### src/rtl/stream_serialize8.sv
// Eight-lane to one-lane token serializer: collects one token per lane a..h and
// re-emits each frame in lane order, with end-of-stream frame handling.
module stream_serialize8 #(
  parameter int WIDTH = 9,
  parameter int CNTW  = 16
) (
  input  logic             clock,
  input  logic             reset,
  input  logic [WIDTH-1:0] a_d,
  input  logic [WIDTH-1:0] b_d,
  input  logic [WIDTH-1:0] c_d,
  input  logic [WIDTH-1:0] d_d,
  input  logic [WIDTH-1:0] e_d,
  input  logic [WIDTH-1:0] f_d,
  input  logic [WIDTH-1:0] g_d,
  input  logic [WIDTH-1:0] h_d,
  input  logic             a_e,
  input  logic             b_e,
  input  logic             c_e,
  input  logic             d_e,
  input  logic             e_e,
  input  logic             f_e,
  input  logic             g_e,
  input  logic             h_e,
  input  logic             a_v,
  input  logic             b_v,
  input  logic             c_v,
  input  logic             d_v,
  input  logic             e_v,
  input  logic             f_v,
  input  logic             g_v,
  input  logic             h_v,
  output logic             a_b,
  output logic             b_b,
  output logic             c_b,
  output logic             d_b,
  output logic             e_b,
  output logic             f_b,
  output logic             g_b,
  output logic             h_b,
  output logic [WIDTH-1:0] o_d,
  output logic             o_e,
  output logic             o_v,
  input  logic             o_b,
  output logic             err,
  output logic [CNTW-1:0]  frame_cnt
);

  typedef enum logic {RUN, DONE} state_t;

  state_t           state;
  state_t           state_next;

  logic [WIDTH-1:0] lane_d [8];
  logic [7:0]       lane_e;
  logic [7:0]       lane_v;
  logic [7:0]       lane_b;
  logic [7:0]       take;

  logic [WIDTH-1:0] hold_d [8];
  logic [7:0]       hold_e;
  logic [7:0]       full;
  logic [7:0]       clr;
  logic [2:0]       ptr;

  logic             out_free;
  logic             eos_head;
  logic             frame_bad;
  logic             load_data;
  logic             load_eos;

  assign lane_d[0] = a_d;
  assign lane_d[1] = b_d;
  assign lane_d[2] = c_d;
  assign lane_d[3] = d_d;
  assign lane_d[4] = e_d;
  assign lane_d[5] = f_d;
  assign lane_d[6] = g_d;
  assign lane_d[7] = h_d;

  assign lane_e = {h_e, g_e, f_e, e_e, d_e, c_e, b_e, a_e};
  assign lane_v = {h_v, g_v, f_v, e_v, d_v, c_v, b_v, a_v};
  assign {h_b, g_b, f_b, e_b, d_b, c_b, b_b, a_b} = lane_b;

  assign lane_b = full | {8{state == DONE}};
  assign take   = lane_v & ~lane_b;

  assign out_free  = !o_v || !o_b;
  assign eos_head  = (ptr == 3'd0) && full[0] && hold_e[0];
  assign frame_bad = |(~hold_e[7:1]);

  // An EOS frame only fires once every lane holds its token, so the whole
  // frame is consumed in one step and no stray lane leaks into the next frame.
  always_comb begin
    state_next = state;
    load_data  = 1'b0;
    load_eos   = 1'b0;
    if (state == RUN && out_free) begin
      if (eos_head) begin
        if (&full) begin
          load_eos   = 1'b1;
          state_next = DONE;
        end
      end else if (full[ptr]) begin
        load_data = 1'b1;
      end
    end
  end

  always_comb begin
    clr = 8'h00;
    if (load_eos)
      clr = 8'hFF;
    else if (load_data)
      clr = 8'b1 << ptr;
  end

  always_ff @(posedge clock or negedge reset) begin
    if (!reset)
      state <= RUN;
    else
      state <= state_next;
  end

  // Lane holding registers: data is only meaningful while its full flag is set.
  always_ff @(posedge clock) begin
    for (int i = 0; i < 8; i++) begin
      if (take[i]) begin
        hold_d[i] <= lane_d[i];
        hold_e[i] <= lane_e[i];
      end
    end
  end

  always_ff @(posedge clock or negedge reset) begin
    if (!reset) begin
      full      <= 8'h00;
      ptr       <= 3'd0;
      err       <= 1'b0;
      frame_cnt <= '0;
      o_v       <= 1'b0;
      o_e       <= 1'b0;
      o_d       <= '0;
    end else begin
      full <= (full & ~clr) | take;
      // Output register stage
      if (load_eos) begin
        o_v <= 1'b1;
        o_e <= 1'b1;
        o_d <= '0;
        if (frame_bad)
          err <= 1'b1;
      end else if (load_data) begin
        o_v <= 1'b1;
        o_e <= 1'b0;
        o_d <= hold_d[ptr];
        ptr <= ptr + 3'd1;
        if (ptr == 3'd7)
          frame_cnt <= frame_cnt + CNTW'(1);
        if (ptr != 3'd0 && hold_e[ptr])
          err <= 1'b1;
      end else if (out_free) begin
        o_v <= 1'b0;
      end
    end
  end

endmodule

### config.mk
export PLATFORM = sky130hd
export DESIGN_NAME = stream_serialize8
export DESIGN_NICKNAME = d
export VERILOG_FILES = /design/src/rtl/stream_serialize8.sv
export SDC_FILE = /design/constraint.sdc
export NUM_CORES = 1
export LEC_CHECK = 0
export ABC_CLOCK_PERIOD_IN_PS = 2800
export CORE_ASPECT_RATIO = 1.1
export CORE_MARGIN = 2
export CORE_UTILIZATION = 44
export DETAILED_ROUTE_END_ITERATION = 16
export MAX_ROUTING_LAYER = met4
export PLACE_DENSITY = 0.76
export SYNTH_ARGS = -nofsm -noshare
export SYNTH_HDL_FRONTEND = slang
export SYNTH_SLANG_ARGS = --single-unit
### constraint.sdc
create_clock -name clock -period 2.8 [get_ports clock]
set_clock_uncertainty 0.1 [all_clocks]
set_input_delay 0.42 -clock clock [delete_from_list [all_inputs] [get_ports clock]]
set_output_delay 0.42 -clock clock [all_outputs]
set_load 0.02 [all_outputs]
After elaboration in Yosys (flattened, before gate mapping)
Memories as Yosys holds them, arrays and structs flattened.
Cells that the tools add are included.
{ "word_totals": {"wordCells": 89, "ramBits": 72, "out_inout_bits": 36, "in_bits": 91, "regBits": 48, "n_memories": 1} }
{ "memory_table": {"columns": ["memory", "words", "word_bits", "read_ports", "rd_clocked_by_memory_dff", "write_ports", "line_no", "rtl"], "rows": [
  ["hold_d", 8, 9, 1, 0, 8, "60", "logic [WIDTH-1:0] hold_d [8];"]
]} }
{ "op_classes": {"reduce_logical": 18, "eq_ne": 2, "order_cmp": 1, "addsub": 2, "shifts": 1, "n_mux": 39, "bitwise_logic": 9} }
{ "op_table": {"columns": ["cell", "count"], "rows": [
  ["1-bit two-way mux", 33],
  ["9-bit two-way mux", 2],
  ["16-bit by 1-bit adder with 16-bit output (second input constant)", 1],
  ["8-bit bitwise AND", 2],
  ["8-bit two-way mux", 2],
  ["8-bit NOT", 2],
  ["8-bit OR", 2],
  ["10-bit AND reduction", 1],
  ["8-bit AND reduction", 1],
  ["1-bit by 3-bit << shifter with 8-bit output (first input constant)", 1],
  ["7-bit NOT", 1],
  ["7-bit OR reduction", 1],
  ["1-bit binary-select mux with 3-bit select", 2],
  ["3-bit AND reduction", 2],
  ["3-bit nonzero test", 2],
  ["1-bit logical AND", 4],
  ["3-bit by 4-bit less-than comparator with 1-bit output (second input constant)", 1],
  ["2-bit nonzero test", 2],
  ["3-bit by 1-bit adder with 3-bit output (second input constant)", 1],
  ["3-bit == test (second input constant)", 1],
  ["3-bit zero test", 1],
  ["1-bit zero test", 2],
  ["2-bit != test (second input constant)", 1],
  ["1-bit NOT", 2],
  ["other kinds (2)", 2]
]} }

Longest topological paths before layout
Gate-level depths: netlist of run 1.
{ "depth": {"depth_word": 10, "depth_mapped": 10, "mapped_depth_nobuf": 7} }

Worst setup path before layout of run 1
OpenSTA, ideal clock, no wires.
{ "synth_timing": {"kind": "reg-to-reg", "start": "register ptr[0]", "end": "register frame_cnt[15]", "required_time_ns": 2.571, "path_stages_with_launch": 10, "setup_time_ns": 0.129, "n_path_buf": 2, "period_less_slack_ns": 2.793, "t_arrival_ns": 2.564, "setup_slack_ns": 0.007, "cell_sequence": "dfrtp_1 buf_4 buf_2 inv_1 ha_1 and4b_4 a311oi_4 nand3_4 or4_4 xnor2_2"} }
{ "synth_between": {"elab_chain_cells": 7, "word_cells_on_any_way": 13, "cone_classes": "eq/ne (1); mux (7); bitwise (1); reduce/logical (4)"} }
{ "synth_lines": {"columns": ["element", "line_no", "rtl"], "rows": [
  ["from (decl)", "64", "logic [2:0] ptr;"],
  ["from (signal assigned)", "157", "ptr <= ptr + 3'd1;"],
  ["parallel branches: the longest is 6 deep, another holds 1-bit binary-select mux with 3-bit select", null, null],
  ["3-bit AND reduction (no source line) *", null, null],
  ["to (signal assigned)", "159", "frame_cnt <= frame_cnt + CNTW'(1);"],
  ["to (decl)", "46", "output logic [CNTW-1:0] frame_cnt"]
]} }
Every way passes the cells marked *. The select of a mux whose other input is x is not followed.
A chain may end at the register's enable or synchronous reset.

Worst setup path in the final report of run 1
Ends and elaborated chain as after synthesis.

==> out/qor.json, run 1 <==
{
  "vdd_ir_drop_max": {"value": 0.493, "unit": "mV"},
  "power.share.sequential": {"value": 34.5, "unit": "%"},
  "htree_levels": {"value": 4},
  "final.min_clock_period": {"value": 2.46, "unit": "ns"},
  "synth_warnings": {"value": 0},
  "power_frac_comb": {"value": 36.1, "unit": "%"},
  "drc": {"value": 0},
  "synth_top_family_by_area": {"value": "multiplexers"},
  "die_width": {"value": 106, "unit": "um"},
  "drive_gt1_share": {"value": 22.1, "unit": "%"},
  "final_min_period_over_clock_period": {"value": 87.9, "unit": "%"},
  "netlist_top_cells_area": {"value": "sky130_fd_sc_hd__edfxtp_1, sky130_fd_sc_hd__dfrtp_1, sky130_fd_sc_hd__mux4_2"},
  "synth.ff_latch_count": {"value": 120},
  "timing_hold_violations_final": {"value": 0},
  "cellInternalPower": {"value": 0.00499, "unit": "W"},
  "grt_overflow": {"value": 0},
  "synth-edff-count": {"value": 80},
  "commonest_non_fill_non_tap_cells_in_the_layout": {"value": "sky130_fd_sc_hd__clkdlybuf4s50_1, sky130_fd_sc_hd__edfxtp_1, sky130_fd_sc_hd__dfrtp_1"},
  "synth.yosys.seq_area_share": {"value": 67.7, "unit": "%"},
  "startpoint_type": {"value": "flop"},
  "synthAdderAreaFrac": {"value": 1.74, "unit": "%"},
  "drtIter0Drc": {"value": 233},
  "ys_dominant_reg_cell": {"value": "sky130_fd_sc_hd__edfxtp_1"},
  "num_vias": {"value": 3265},
  "synth_cells": {"value": 312},
  "clockPowerShare": {"value": 29.4, "unit": "%"},
  "detail_route.first_pass.iterations": {"value": 4},
  "worst_hold_slack": {"value": 0.0339, "unit": "ns"},
  "die_h": {"value": 116, "unit": "um"},
  "floorplan.initialDensity": {"value": 45.6, "unit": "%"},
  "clock-root-buffer": {"value": "sky130_fd_sc_hd__clkbuf_16"},
  "worst_ep_arrival_time": {"value": 2.65, "unit": "ns"},
  "fin_setup_tns": {"value": 0, "unit": "ns"},
  "design.die.area": {"value": 12300, "unit": "sq um"},
  "synth_top_cell_by_area": {"value": "sky130_fd_sc_hd__edfxtp_1"},
  "areaGrowthSynthToFinish": {"value": 42.0, "unit": "%"},
  "cts_buffers": {"value": 17},
  "post_synth_and_or_nand_nor_area_fraction": {"value": 8.84, "unit": "%"},
  "boundary_pin_count": {"value": 127},
  "antenna_cells_inserted": {"value": 0},
  "max-clock-path-buffers": {"value": 2},
  "cap_viol_max_count": {"value": 0},
  "power.density_cell_area": {"value": 1020, "unit": "nW/um^2"},
  "slew_headroom": {"value": 41.7, "unit": "%"},
  "synth_compound_gate_area_share": {"value": 4.83, "unit": "%"},
  "post_synth_instance_area": {"value": 5020, "unit": "sq um"},
  "first_pass_grt_wire_length": {"value": 19300, "unit": "um"},
  "io_buffer_count": {"value": 126},
  "run_status": {"value": "finished, final reports clean"},
  "mean_instance_size_in_the_synthesized_netlist": {"value": 16.1, "unit": "sq um"},
  "synth.mux.area_fraction": {"value": 11.8, "unit": "%"},
  "actual_transition_at_the_worst_max_transition_pin": {"value": 0.875, "unit": "ns"},
  "switchingPower": {"value": 0.00231, "unit": "W"},
  "number_of_antenna_violations_at_the_first_check_in_global_routing": {"value": 0},
  "synthXorXnorAreaFrac": {"value": 2.94, "unit": "%"},
  "required": {"value": 2.99, "unit": "ns"},
  "pre_cts_slack": {"value": 0.195, "unit": "ns"},
  "worstSkewPairLatency": {"value": 0.41, "unit": "ns"},
  "path_clk_slew": {"value": 0.05, "unit": "ns"},
  "gp_congestion": {"value": 0.943},
  "final_net_count": {"value": 561},
  "wl_per_cell": {"value": 19.9, "unit": "um"},
  "cts_hold_buffers": {"value": 0},
  "crit_type": {"value": "flop to flop"},
  "cts-resized-gates": {"value": 0},
  "routed_via_density": {"value": 5.24},
  "clkSinkCount": {"value": 120},
  "synth.distinct_cells": {"value": 38},
  "setup_violations": {"value": 0},
  "switching_share_of_total_power": {"value": 31.7, "unit": "%"},
  "path_max_fanout": {"value": 9},
  "cts_setup_buffers": {"value": 0},
  "routed_wirelength": {"value": 12400, "unit": "um"},
  "slew_viol_final": {"value": 0},
  "min-delay-path-class": {"value": "input pin to asynchronous set/reset pin"},
  "postSynth.asyncResetShare": {"value": 33.3, "unit": "%"},
  "postRouteAntennaNets": {"value": 0},
  "critPathCaptureType": {"value": "flop"},
  "core_area": {"value": 11000, "unit": "sq um"},
  "synth.top_cell.area_share": {"value": 47.8, "unit": "%"},
  "clock_tree_from_tritoncts": {"value": "built"},
  "global_route.usage.total": {"value": 22.5, "unit": "%"},
  "first_global_vias": {"value": 3527},
  "floorplan.rows": {"value": 40},
  "grt_start_max_net_pins": {"value": 41},
  "setup_ws": {"value": 0.338, "unit": "ns"},
  "max_freq": {"value": 0.406, "unit": "GHz"},
  "power_leakage": {"value": 2.71, "unit": "nW"},
  "grt_setup_unrepaired": {"value": "no"},
  "layout.cells.most_common": {"value": "sky130_fd_sc_hd__clkdlybuf4s50_1"},
  "place.detailed.hpwl": {"value": 8930, "unit": "um"},
  "synth_nets": {"value": 410}
}
==> per-stage QoR <==
step,total power (W),cells,cell area (sq um),util (%)
final,0.00731,623,7130,64.8
after global routing,0.00770,623,7130,64.8
after CTS,0.00739,623,7130,64.8
after detailed placement,0.00521,591,6550,59.4
after global placement,0.00518,591,6550,59.4
after floorplan,0.00420,312,5020,-
==> critical path, cell delays in order, from the launching register on <==
cell                       delay, ns
sky130_fd_sc_hd__dfrtp_2        0.36
sky130_fd_sc_hd__inv_1          0.08
sky130_fd_sc_hd__ha_1           0.29
sky130_fd_sc_hd__and4b_4        0.23
sky130_fd_sc_hd__a311oi_4       0.39
sky130_fd_sc_hd__nand3_4        0.18
sky130_fd_sc_hd__or4_4          0.58
sky130_fd_sc_hd__xnor2_2        0.14
==> synthesized netlist by cell type, drive strengths merged (4+ instances only) <==
cell type / instances
or2: 9
nand3: 13
buf: 9
mux2i: 11
dfrtp: 40
nand4: 7
xor2: 7
clkbuf: 4
a31o: 17
ha: 7
inv: 11
xnor2: 9
nor4: 4
edfxtp: 80
nor2: 23
nand2: 15
mux4: 20
==> flip-flops by register name (all words and copies together), names as in the netlist <==
| name | count |
|---|---|
| state | 1 |
| hold_d | 72 |
| o_e | 1 |
| err | 1 |
| ptr | 3 |
| o_v | 1 |
| hold_e | 8 |
| full | 8 |
| frame_cnt | 16 |
| o_d | 9 |
==> cells by family (layout without fill, tap and decap cells) <==
group	Yosys count	after routing
compound gates	27	27
xor+xnor	16	16
fa+ha+maj	7	7
buf+inv	24	188
flops	120	120
mux	34	34
simple gates	84	84
==> metal layers <==
| metal | vias to the layer above | wire (um) | part of all wire (%) | track usage, % |
|---|---|---|---|---|
| met1 | 1618 | 5210 | 42 | 27.8 |
| met3 | 11 | 739 | 6.0 | 5.01 |
| met4 | 0 | 120 | 0.97 | 8.51 |
| met5 | - | 0 | 0 | - |
| li1 | 1501 | - | - | - |
| met2 | 135 | 6330 | 51 | 36.6 |
==> power groups by stage <==
stage          Clock [W]  Sequential [W]  Combinational (W)
5_1_grt          0.00227         0.00256            0.00286
4_1_cts          0.00218         0.00252            0.00268
2_1_floorplan          0         0.00260            0.00160
6_report         0.00215         0.00252            0.00264
3_3_place_gp           0         0.00254            0.00264
3_5_place_dp           0         0.00255            0.00266
==> layout make-up <==
| type | instances | area [sq um] |
|---|---|---|
| inverters | 11 | 41.3 |
| repair buffers | 145 | 1400 |
| flip-flops and latches | 120 | 3400 |
| clock buffers | 20 | 437 |
| clock inverters | 12 | 151 |
| fillers | 838 | 3880 |
| well taps | 147 | 184 |
| multi-input cells | 168 | 1520 |
==> worst paths after layout <==
| path | from | to | slack, ns | cells past startpoint |
|---|---|---|---|---|
| setup / recovery | ptr[0]$_DFFE_PN0P_ | frame_cnt[15]$_DFFE_PN0P_ | 0.34 | 7 |
| hold / removal | reset | frame_cnt[6]$_DFFE_PN0P_ | 0.03 | 1 |
| setup reg to reg | ptr[0]$_DFFE_PN0P_ | frame_cnt[15]$_DFFE_PN0P_ | 0.34 | 7 |
| hold reg to reg | err$_DFFE_PN0P_ | err$_DFFE_PN0P_ | 0.38 | 1 |
| max in group asynchronous | reset | ptr[0]$_DFFE_PN0P_ | 1.97 | 1 |
| min in group clock | err$_DFFE_PN0P_ | err$_DFFE_PN0P_ | 0.38 | 1 |
Note: power is estimated with default switching activity, not from simulation.
==> inputs of run 2 (changes only) <==
- ABC_AREA: not set -> 1
- CORE_UTILIZATION: 44 -> 46
- CTS_CLUSTER_SIZE: not set -> 25
- PLACE_DENSITY: 0.76 -> 0.77
==> run 2 against run 1 <==
Clock-buffer cell count fell by 3. Combinational power fell by 95%. Sequential share of layout area fell by 3.1 points. Non-clock buffer count fell by 12. Wire length rose by 24%. Synthesized area rose by 13%. Clock power rose by 3%. Die area rose by 7.5%. Sequential power fell by 25%. First-iteration DRC count rose by 83%. Cell count rose by 41%.
==> out/qor.json, run 2 <==
{
  "slew_viol_final": {"value": 0},
  "post_synth_instance_area": {"value": 5660, "unit": "sq um"},
  "worst_hold_slack": {"value": 0.0509, "unit": "ns"},
  "drive_gt1_share": {"value": 9.37, "unit": "%"},
  "min-delay-path-class": {"value": "input pin to asynchronous set/reset pin"},
  "commonest_non_fill_non_tap_cells_in_the_layout": {"value": "sky130_fd_sc_hd__nand2_1, sky130_fd_sc_hd__clkdlybuf4s50_1, sky130_fd_sc_hd__edfxtp_1"},
  "post_layout_nonfiller_instances": {"value": 880},
  "run_status": {"value": "finished, final reports clean"},
  "synth.top_cell.area_share": {"value": 42.4, "unit": "%"},
  "routed_wirelength": {"value": 15300, "unit": "um"},
  "final_min_period_over_clock_period": {"value": 81.2, "unit": "%"},
  "final_net_count": {"value": 811},
  "cts_setup_buffers": {"value": 0},
  "synth_cells": {"value": 586},
  "cts-resized-gates": {"value": 0},
  "fin_setup_tns": {"value": 0, "unit": "ns"},
  "number_of_antenna_violations_at_the_first_check_in_global_routing": {"value": 0},
  "postSynth.asyncResetShare": {"value": 33.3, "unit": "%"},
  "max-clock-path-buffers": {"value": 2},
  "netlist_top_cells_area": {"value": "sky130_fd_sc_hd__edfxtp_1, sky130_fd_sc_hd__dfrtp_1, sky130_fd_sc_hd__nand2_1"},
  "actual_transition_at_the_worst_max_transition_pin": {"value": 0.938, "unit": "ns"},
  "design.die.area": {"value": 13200, "unit": "sq um"},
  "numPlacedInstances": {"value": 848},
  "die_width": {"value": 110, "unit": "um"},
  "synth_top_cell_by_area": {"value": "sky130_fd_sc_hd__edfxtp_1"},
  "grt_start_max_net_pins": {"value": 47},
  "grt_setup_unrepaired": {"value": "no"},
  "drtIter0Drc": {"value": 427},
  "die_h": {"value": 120, "unit": "um"},
  "clock-root-buffer": {"value": "sky130_fd_sc_hd__clkbuf_16"},
  "synth_nets": {"value": 684},
  "placement.cell_area": {"value": 7030, "unit": "sq um"},
  "required": {"value": 2.28, "unit": "ns"},
  "synth-edff-count": {"value": 80},
  "slowest_stage_delay_cp": {"value": 0.57, "unit": "ns"},
  "first_pass_grt_wire_length": {"value": 24100, "unit": "um"},
  "antenna_cells_inserted": {"value": 0},
  "critPathCaptureType": {"value": "primary output"},
  "pre_cts_slack": {"value": 0.577, "unit": "ns"},
  "critical_path.cell_chain": {"value": "inv_2 > nand2_1 > clkdlybuf4s50_1"},
  "setup_ws": {"value": 0.527, "unit": "ns"},
  "largest_registers": {"value": "hold_d (72), frame_cnt (16), o_d (9)"},
  "synth.ff_latch_count": {"value": 120},
  "register_containing_the_most_flip_flops_in_the_final_layout": {"value": "hold_d"},
  "clkSinkCount": {"value": 120},
  "startpoint_type": {"value": "flop"},
  "areaGrowthSynthToFinish": {"value": 34.8, "unit": "%"},
  "timing_hold_violations_final": {"value": 0},
  "worstSkewPairLatency": {"value": 0.41, "unit": "ns"},
  "cts_buffers": {"value": 17},
  "layout.filler_cells": {"value": 939},
  "timing.critical_path.buf_inv": {"value": 2},
  "layout.area.seq": {"value": 3400, "unit": "sq um"},
  "postRouteAntennaNets": {"value": 0},
  "slew_headroom": {"value": 37.4, "unit": "%"},
  "htree_levels": {"value": 4},
  "routed_via_density": {"value": 5.41},
  "floorplan.initialDensity": {"value": 47.0, "unit": "%"},
  "worst_ep_arrival_time": {"value": 1.75, "unit": "ns"},
  "layout.cells.most_common": {"value": "sky130_fd_sc_hd__nand2_1"},
  "mean_instance_size_in_the_synthesized_netlist": {"value": 9.66, "unit": "sq um"},
  "multiInputGateArea": {"value": 1970, "unit": "sq um"},
  "vdd_ir_drop_max": {"value": 0.570, "unit": "mV"},
  "path_delay_family": {"value": "buffers and inverters"},
  "num_vias": {"value": 4764},
  "floorplan.rows": {"value": 42},
  "final_area": {"value": 7630, "unit": "sq um"},
  "synth_warnings": {"value": 0},
  "synth.most_common_cell": {"value": "sky130_fd_sc_hd__nand2_1"},
  "boundary_pin_count": {"value": 127},
  "gp_congestion": {"value": 0.982},
  "grt_overflow": {"value": 0},
  "cap_viol_max_count": {"value": 0},
  "core_area": {"value": 12000, "unit": "sq um"},
  "final.min_clock_period": {"value": 2.27, "unit": "ns"},
  "path_max_fanout": {"value": 19},
  "cts_hold_buffers": {"value": 0},
  "place.detailed.hpwl": {"value": 10400, "unit": "um"},
  "crit_type": {"value": "flop to primary output"},
  "ys_dominant_reg_cell": {"value": "sky130_fd_sc_hd__edfxtp_1"},
  "synth.yosys.seq_area_share": {"value": 60.1, "unit": "%"},
  "power.density_cell_area": {"value": 557, "unit": "nW/um^2"},
  "wl_per_cell": {"value": 17.4, "unit": "um"},
  "setup_violations": {"value": 0},
  "largest_register_ffs": {"value": 72},
  "path_clk_slew": {"value": 0.06, "unit": "ns"},
  "first_global_vias": {"value": 4832},
  "power_leakage": {"value": 3.10, "unit": "nW"},
  "synth.distinct_cells": {"value": 29},
  "clock_tree_from_tritoncts": {"value": "built"},
  "io_buffer_count": {"value": 126},
  "synth.top_cells.by_count": {"value": "sky130_fd_sc_hd__nand2_1, sky130_fd_sc_hd__edfxtp_1, sky130_fd_sc_hd__nor2_1"},
  "cpMaxStageDelayCell": {"value": "sky130_fd_sc_hd__clkdlybuf4s50_1"},
  "max_freq": {"value": 0.440, "unit": "GHz"},
  "detail_route.first_pass.iterations": {"value": 5},
  "drc": {"value": 0},
  "global_route.usage.total": {"value": 25.2, "unit": "%"}
}
[run 2: area by class of cell]
class / instances / area share, %
clock buffers: 17 / 5.58
flip-flops and latches: 120 / 44.6
inverters: 39 / 1.98
clock inverters: 15 / 2.31
repair buffers: 133 / 17.2
multi-input cells: 402 / 25.8
well taps: 154 / 2.53
[run 2: kinds of logic (layout without fill, tap and decap cells)]
| logic type | count (synthesis) | after routing | share of synthesized area [%] |
|---|---|---|---|
| adder cells (fa/ha/maj) | 7 | 7 | 1.55 |
| flip-flops | 120 | 120 | 60.1 |
| buffers and inverters | 64 | 204 | 5.06 |
| XOR/XNOR | 4 | 4 | 0.619 |
| AO/OA/AOI/OAI | 45 | 45 | 4.40 |
| AND/OR/NAND/NOR | 346 | 346 | 28.2 |
[run 2: worst register-to-register path: cells and delay by family (launching register included)]
kind / cells / cell delay, ns
buffers and inverters: 1 / 0.46
DFF: 1 / 0.43
and+or+nand+nor: 8 / 1.14
[run 2: path summary, 6_finish.rpt]
kind,start,endpoint,slack (ns),depth (start not counted)
max,state$_DFFE_PN0P_,a_b,0.53,3
min,reset,frame_cnt[6]$_DFFE_PN0P_,0.05,1
max reg2reg,ptr[0]$_DFFE_PN0P_,o_d[8]$_DFFE_PN0P_,0.63,9
min reg2reg,o_e$_DFFE_PN0P_,o_e$_DFFE_PN0P_,0.39,2
max in group asynchronous,reset,ptr[0]$_DFFE_PN0P_,1.95,1
min in group clock,o_e$_DFFE_PN0P_,o_e$_DFFE_PN0P_,0.39,2
[run 2: routing by layer]
metal	GRT usage, %	part of all wire [%]	vias up
met2	42.5	52	281
met1	29.2	37	2226
met4	10.6	2.8	0
met5	-	0	-
li1	-	-	2221
met3	5.01	7.6	36
[run 2: power breakdown]
| part | internal, W | leakage, nW | switching (W) |
|---|---|---|---|
| Combinational | 0.000108 | 1.58 | 0.0000333 |
| Sequential | 0.00190 | 1.23 | 0 |
| Clock | 0.00140 | 0.281 | 0.000815 |
| Total | 0.00340 | 3.10 | 0.000848 |
[run 2: through the flow]
step                utilization [%]  total power, W
global route                   63.4         0.00436
global placement               58.4         0.00207
floorplan                         -         0.00193
finish                         63.4         0.00425
CTS                            63.4         0.00427
detailed placement             58.4         0.00207
==> variant 1 (flow settings as in run 2) <==
Register the input `f_v` before use, cleared by the reset. The logic sees it one clock later. The other inputs are not delayed to match.
--- a/src/rtl/stream_serialize8.sv
+++ b/src/rtl/stream_serialize8.sv
@@ -49,4 +49,14 @@
   typedef enum logic {RUN, DONE} state_t;
 
+  logic f_v_q;
+
+  always_ff @(posedge clock or negedge reset) begin
+    if (!reset) begin
+      f_v_q <= '0;
+    end else begin
+      f_v_q <= f_v;
+    end
+  end
+
   state_t           state;
   state_t           state_next;
@@ -80,5 +90,5 @@
 
   assign lane_e = {h_e, g_e, f_e, e_e, d_e, c_e, b_e, a_e};
-  assign lane_v = {h_v, g_v, f_v, e_v, d_v, c_v, b_v, a_v};
+  assign lane_v = {h_v, g_v, f_v_q, e_v, d_v, c_v, b_v, a_v};
   assign {h_b, g_b, f_b, e_b, d_b, c_b, b_b, a_b} = lane_b;
 
Function: changed (a bounded check fails within 4 cycles, from zero or initial values and one cycle with reset low).
==> variant 1 against run 2 <==
  * Synthesized cell count up 0.17%
  * Power up 3.7%
  * Cell count unchanged
  * Setup slack better by 0.036 ns
  * Global-route usage down 0.51 points
  * Maximum frequency up 1.6%
  * Via count down 0.31%
  * Sequential share of layout area about the same
  * Combinational power about the same
  * Routed wire length down 0.80%
  * Synthesized area up 0.44%
  * Design area up 0.69%
  * Sequential cell count up 1
  * Critical path type unchanged
  * Largest cell class unchanged
==> variant 1: results (changes against run 2) <==
ranking of synthesized cells by area edfxtp_1 42%, dfrtp_1 18%, nand2_1 11%, nor2_1 5.2%, nand3_1 4.7%; Leakage 3.15 nW (+1.8%); Adder-Cell Fraction of Synth Area 1.54% (-0.0068 points); dpl hpwl 10500 µm (+1.0%); Seq/Total Area, Yosys 60.3% (+0.18 points); VDD IR max 0.000407 V (-28%); net count after synthesis 685 (+0.15%); drt wl/cell 17.3 µm (-0.80%); CTS buffer count 17 (unchanged); # Post-CTS Setup Buffers 0 (unchanged); drt via density 5.40 (-0.31%); Critical R2R Launch ptr[0]; outcome finished clean; initial antenna violation count 0 (unchanged); root buffer cell clkbuf_16; vias in the first global route 4871 (+0.81%); Worst path top cell family by delay buffers and inverters; dpl cell area 0.00704 mm² (+0.25%); CP Data Arrival Time 1.72 ns (-0.03 ns); routability-driven placement congestion ratio 0.876 (-11%); post-synthesis mux area share 0% (unchanged); xor and xnor area share after synthesis 0.616% (-0.0027 points); fraction of registers with async set/reset 33.9% (+0.55 points); synth warn 0 (unchanged); Synth top cells by count 167 x nand2_1, 80 x edfxtp_1, 79 x nor2_1, 53 x nand3_1, 41 x dfrtp_1; EDFF count, synth 80 (unchanged); Total Routing Usage GR 24.7% (-0.51 points); Compound-Gate Fraction of Synth Area 4.38% (-0.019 points); Yosys cell types 29 (unchanged); slew margin rel. 35.9% (-1.5 points); # H-tree levels 4 (unchanged); drt pass-1 iters 5 (unchanged); initial drt markers 356 (-17%); CTS resizes 0 (unchanged); first-pass GRT wire length 23900 µm (-0.74%); Reg clk slew, reported paths 0.06 ns (about the same); worst setup path startpoint state
## variant 1: cell count changes in the layout (fill, tap and decap cells not counted), sizes merged
| cell | run 2 | this run |
|---|---|---|
| buf | 8 | 7 |
| clkinvlp | 4 | 0 |
| dfrtp | 40 | 41 |
| clkinv | 5 | 3 |
| inv | 42 | 46 |
| bufinv | 3 | 4 |
| clkbuf | 17 | 18 |
## variant 1: cell families (layout without fill, tap and decap cells)
| logic type | after synthesis | in the layout |
|---|---|---|
| adders and majority gates | 7 | 7 |
| AOI/OAI and AO/OA | 45 | 45 |
| xor gates and xnor gates | 4 | 4 |
| buffers and inverters | 64 | 203 |
| DFF | 121 | 121 |
| and+or+nand+nor | 346 | 346 |
## variant 1: worst register-to-register path, delay by kind of cell (launching register included)
family | cells | cell delay, ns
flops | 1 | 0.43
buf+inv | 2 | 0.48
xor+xnor | 1 | 0.26
simple gates | 5 | 0.82
## variant 1: layout make-up
type	instances	area, µm²
timing repair buffer	132	1300
clock buffer	18	429
fill	943	4350
multi-input combinational	402	1970
tap	154	193
sequential	121	3430
inverter	39	151
clock inverter	14	208
## variant 1: where the power goes
group	internal, mW	total [mW]	switching (mW)
clock	1.51	2.36	0.844
combinational	0.108	0.141	0.0326
sequential	1.91	1.91	0.000319
## variant 1: final timing paths
kind	endpoint	slack (ns)	depth (start not counted)
max reg2reg	ptr[0]	0.58	8
min reg2reg	o_e	0.39	2
min in group clock	f_v_q	0.36	1
max in group asynchronous	ptr[1]	1.95	1
max	b_b	0.56	3
min	frame_cnt[3]	0.06	1
## variant 1: layer usage
layer  routed length (µm)  GRT usage (%)  share of wire, %  up-vias
met3                 1020           5.01               6.7       27
met2                 8090           43.6                53      241
met4                  311           8.86               2.0        0
li1                     -              -                 -     2227
met5                    0              -                 0        -
met1                 5770           27.3                38     2254
## variant 1: through the flow
step / worst slack [ns] / std cells / hold WS, ns / total power [mW]
2_1_floorplan: 0.681 / 587 / 0.0244 / 1.95
3_3_place_gp: 0.492 / 848 / 0.369 / 2.09
3_5_place_dp: 0.391 / 848 / 0.373 / 2.09
4_1_cts: 0.555 / 880 / 0.0982 / 4.42
5_1_grt: 0.393 / 880 / 0.133 / 4.51
6_report: 0.563 / 880 / 0.0620 / 4.41
==> variant 2 (config.mk and constraints of run 2) <==
Without the edit above. The parameter `WIDTH` goes from 9 to 18.
--- a/src/rtl/stream_serialize8.sv
+++ b/src/rtl/stream_serialize8.sv
@@ -2,5 +2,5 @@
 // re-emits each frame in lane order, with end-of-stream frame handling.
 module stream_serialize8 #(
-  parameter int WIDTH = 9,
+  parameter int WIDTH = 18,
   parameter int CNTW  = 16
 ) (
Interface: changed (9 resized); port bits go from 127 to 208. No check against the original RTL was run, so the function may have changed too.
==> variant 2 against run 2 <==
  * Cell count is 52% higher
  * Routed wire length up 60%
  * Sequential share of layout area up 3.9 points
  * Sequential cell count is 81 higher
  * Design area up 57%
  * Synthesized cell count grew 47%
  * Synthesized area grew 57%
  * Setup slack worse by 0.063 ns
  * Power is 51% higher
  * Non-clock buffer count is 94 higher
==> variant 2: results (changes against run 2) <==
Total Routing Usage GR 25.2% (-0.054 points); critical path fanouts, max 24 (+5); first-pass GRT wire length 37800 µm (+57%); clock network power 2.94 mW (+33%); pre-CTS setup slack 0.360 ns (-0.217 ns); vias in the first global route 7065 (+46%); Worst R2R Setup Slack 0.46 ns (-0.17 ns); VDD IR max 0.000710 V (+25%); routability-driven placement congestion ratio 0.876 (-11%); Hold Slack 0.332 ns (+0.281 ns); worst r2r path cells 7 (-2); drt wl/cell 18.4 µm (+5.6%); Switching Fraction 18.2% (-1.7 points); fin area 0.0119 mm² (+57%); final wirelength 24500 µm (+60%); Compound-Gate Fraction of Synth Area 3.08% (-1.3 points); initial antenna violation count 2 (+2); # H-tree levels 1 (-3); initial drt markers 556 (+30%); last element of the critical path ptr[0]; net count after synthesis 1033 (+51%); CP Data Arrival Time 2.58 ns (+0.83 ns); Synth top cells by count 270 x nand2_1, 152 x edfxtp_1, 97 x nor2_1, 95 x nand3_1, 49 x dfrtp_1; fraction of registers with async set/reset 24.4% (-9.0 points); Critical R2R Launch ptr[1]; Top Registers hold_d x144, o_d x18, frame_cnt x16; Adder-Cell Fraction of Synth Area 0.986% (-0.56 points); actual slew at the worst max-slew pin 0.848 ns (-0.0905 ns); Mapped Cells 863 (+47%); port buffer count 207 (+64%); CTS buffer count 21 (+4); fin crit period 2.34 ns (+0.0630 ns); xor and xnor area share after synthesis 0.394% (-0.22 points); fillers 1486 (+58%); Layout Nets 1242 (+53%); EDFF count, synth 152 (+90%); dpl hpwl 16800 µm (+62%); dpl cell area 0.0112 mm² (+59%); Yosys cell types 31 (+6.9%); Longest Clk Path Bufs 3 (+1); CP max stage cell dfrtp_2; register share of total power 50.1% (+5.5 points); Clock Power Share 45.9% (-6.2 points); Worst path top cell family by delay simple AND/OR/NAND/NOR gates; Clk Latency, worst-skew pair 0.49 ns (+0.08 ns); largest net degree at the start of global routing 78 (+66%); outcome finished clean; placed insts 1295 (+53%); layout cell share with drive strength beyond 1 7.37% (-2.0 points)
## variant 2: cell types whose count changed in the layout (fill, tap and decap cells not counted), moves of 4 or more
cell                    run 2  this run
o21ai_1                     0         4
clkdlybuf4s50_1           125       206
nor2_1                     79        97
edfxtp_1                   80       152
clkbuf_16                  17        21
nand3_1                    53        95
inv_6                       4         0
nand2_1                   167       270
inv_1                      32        36
clkinv_1                    2         7
buf_4                       7        18
dfrtp_1                    40        47
## variant 2: cell type report
class,count,share of cell area [%]
Tap cell,247,2.59
Multi-Input combinational cell,578,22.8
Inverter,43,1.37
Clock buffer,24,4.49
Antenna cell,2,0.0419
Clock inverter,13,1.54
Timing Repair Buffer,227,18.7
Sequential cell,201,48.5
## variant 2: layer usage
metal | up-vias | routed length (µm) | share of wire (%) | global-route usage (%)
met1 | 3262 | 9220 | 38 | 30.5
met2 | 341 | 12300 | 50 | 41.6
li1 | 3334 | - | - | -
met5 | - | 0 | 0 | -
met4 | 0 | 1050 | 4.3 | 11.2
met3 | 71 | 1960 | 8.0 | 4.00
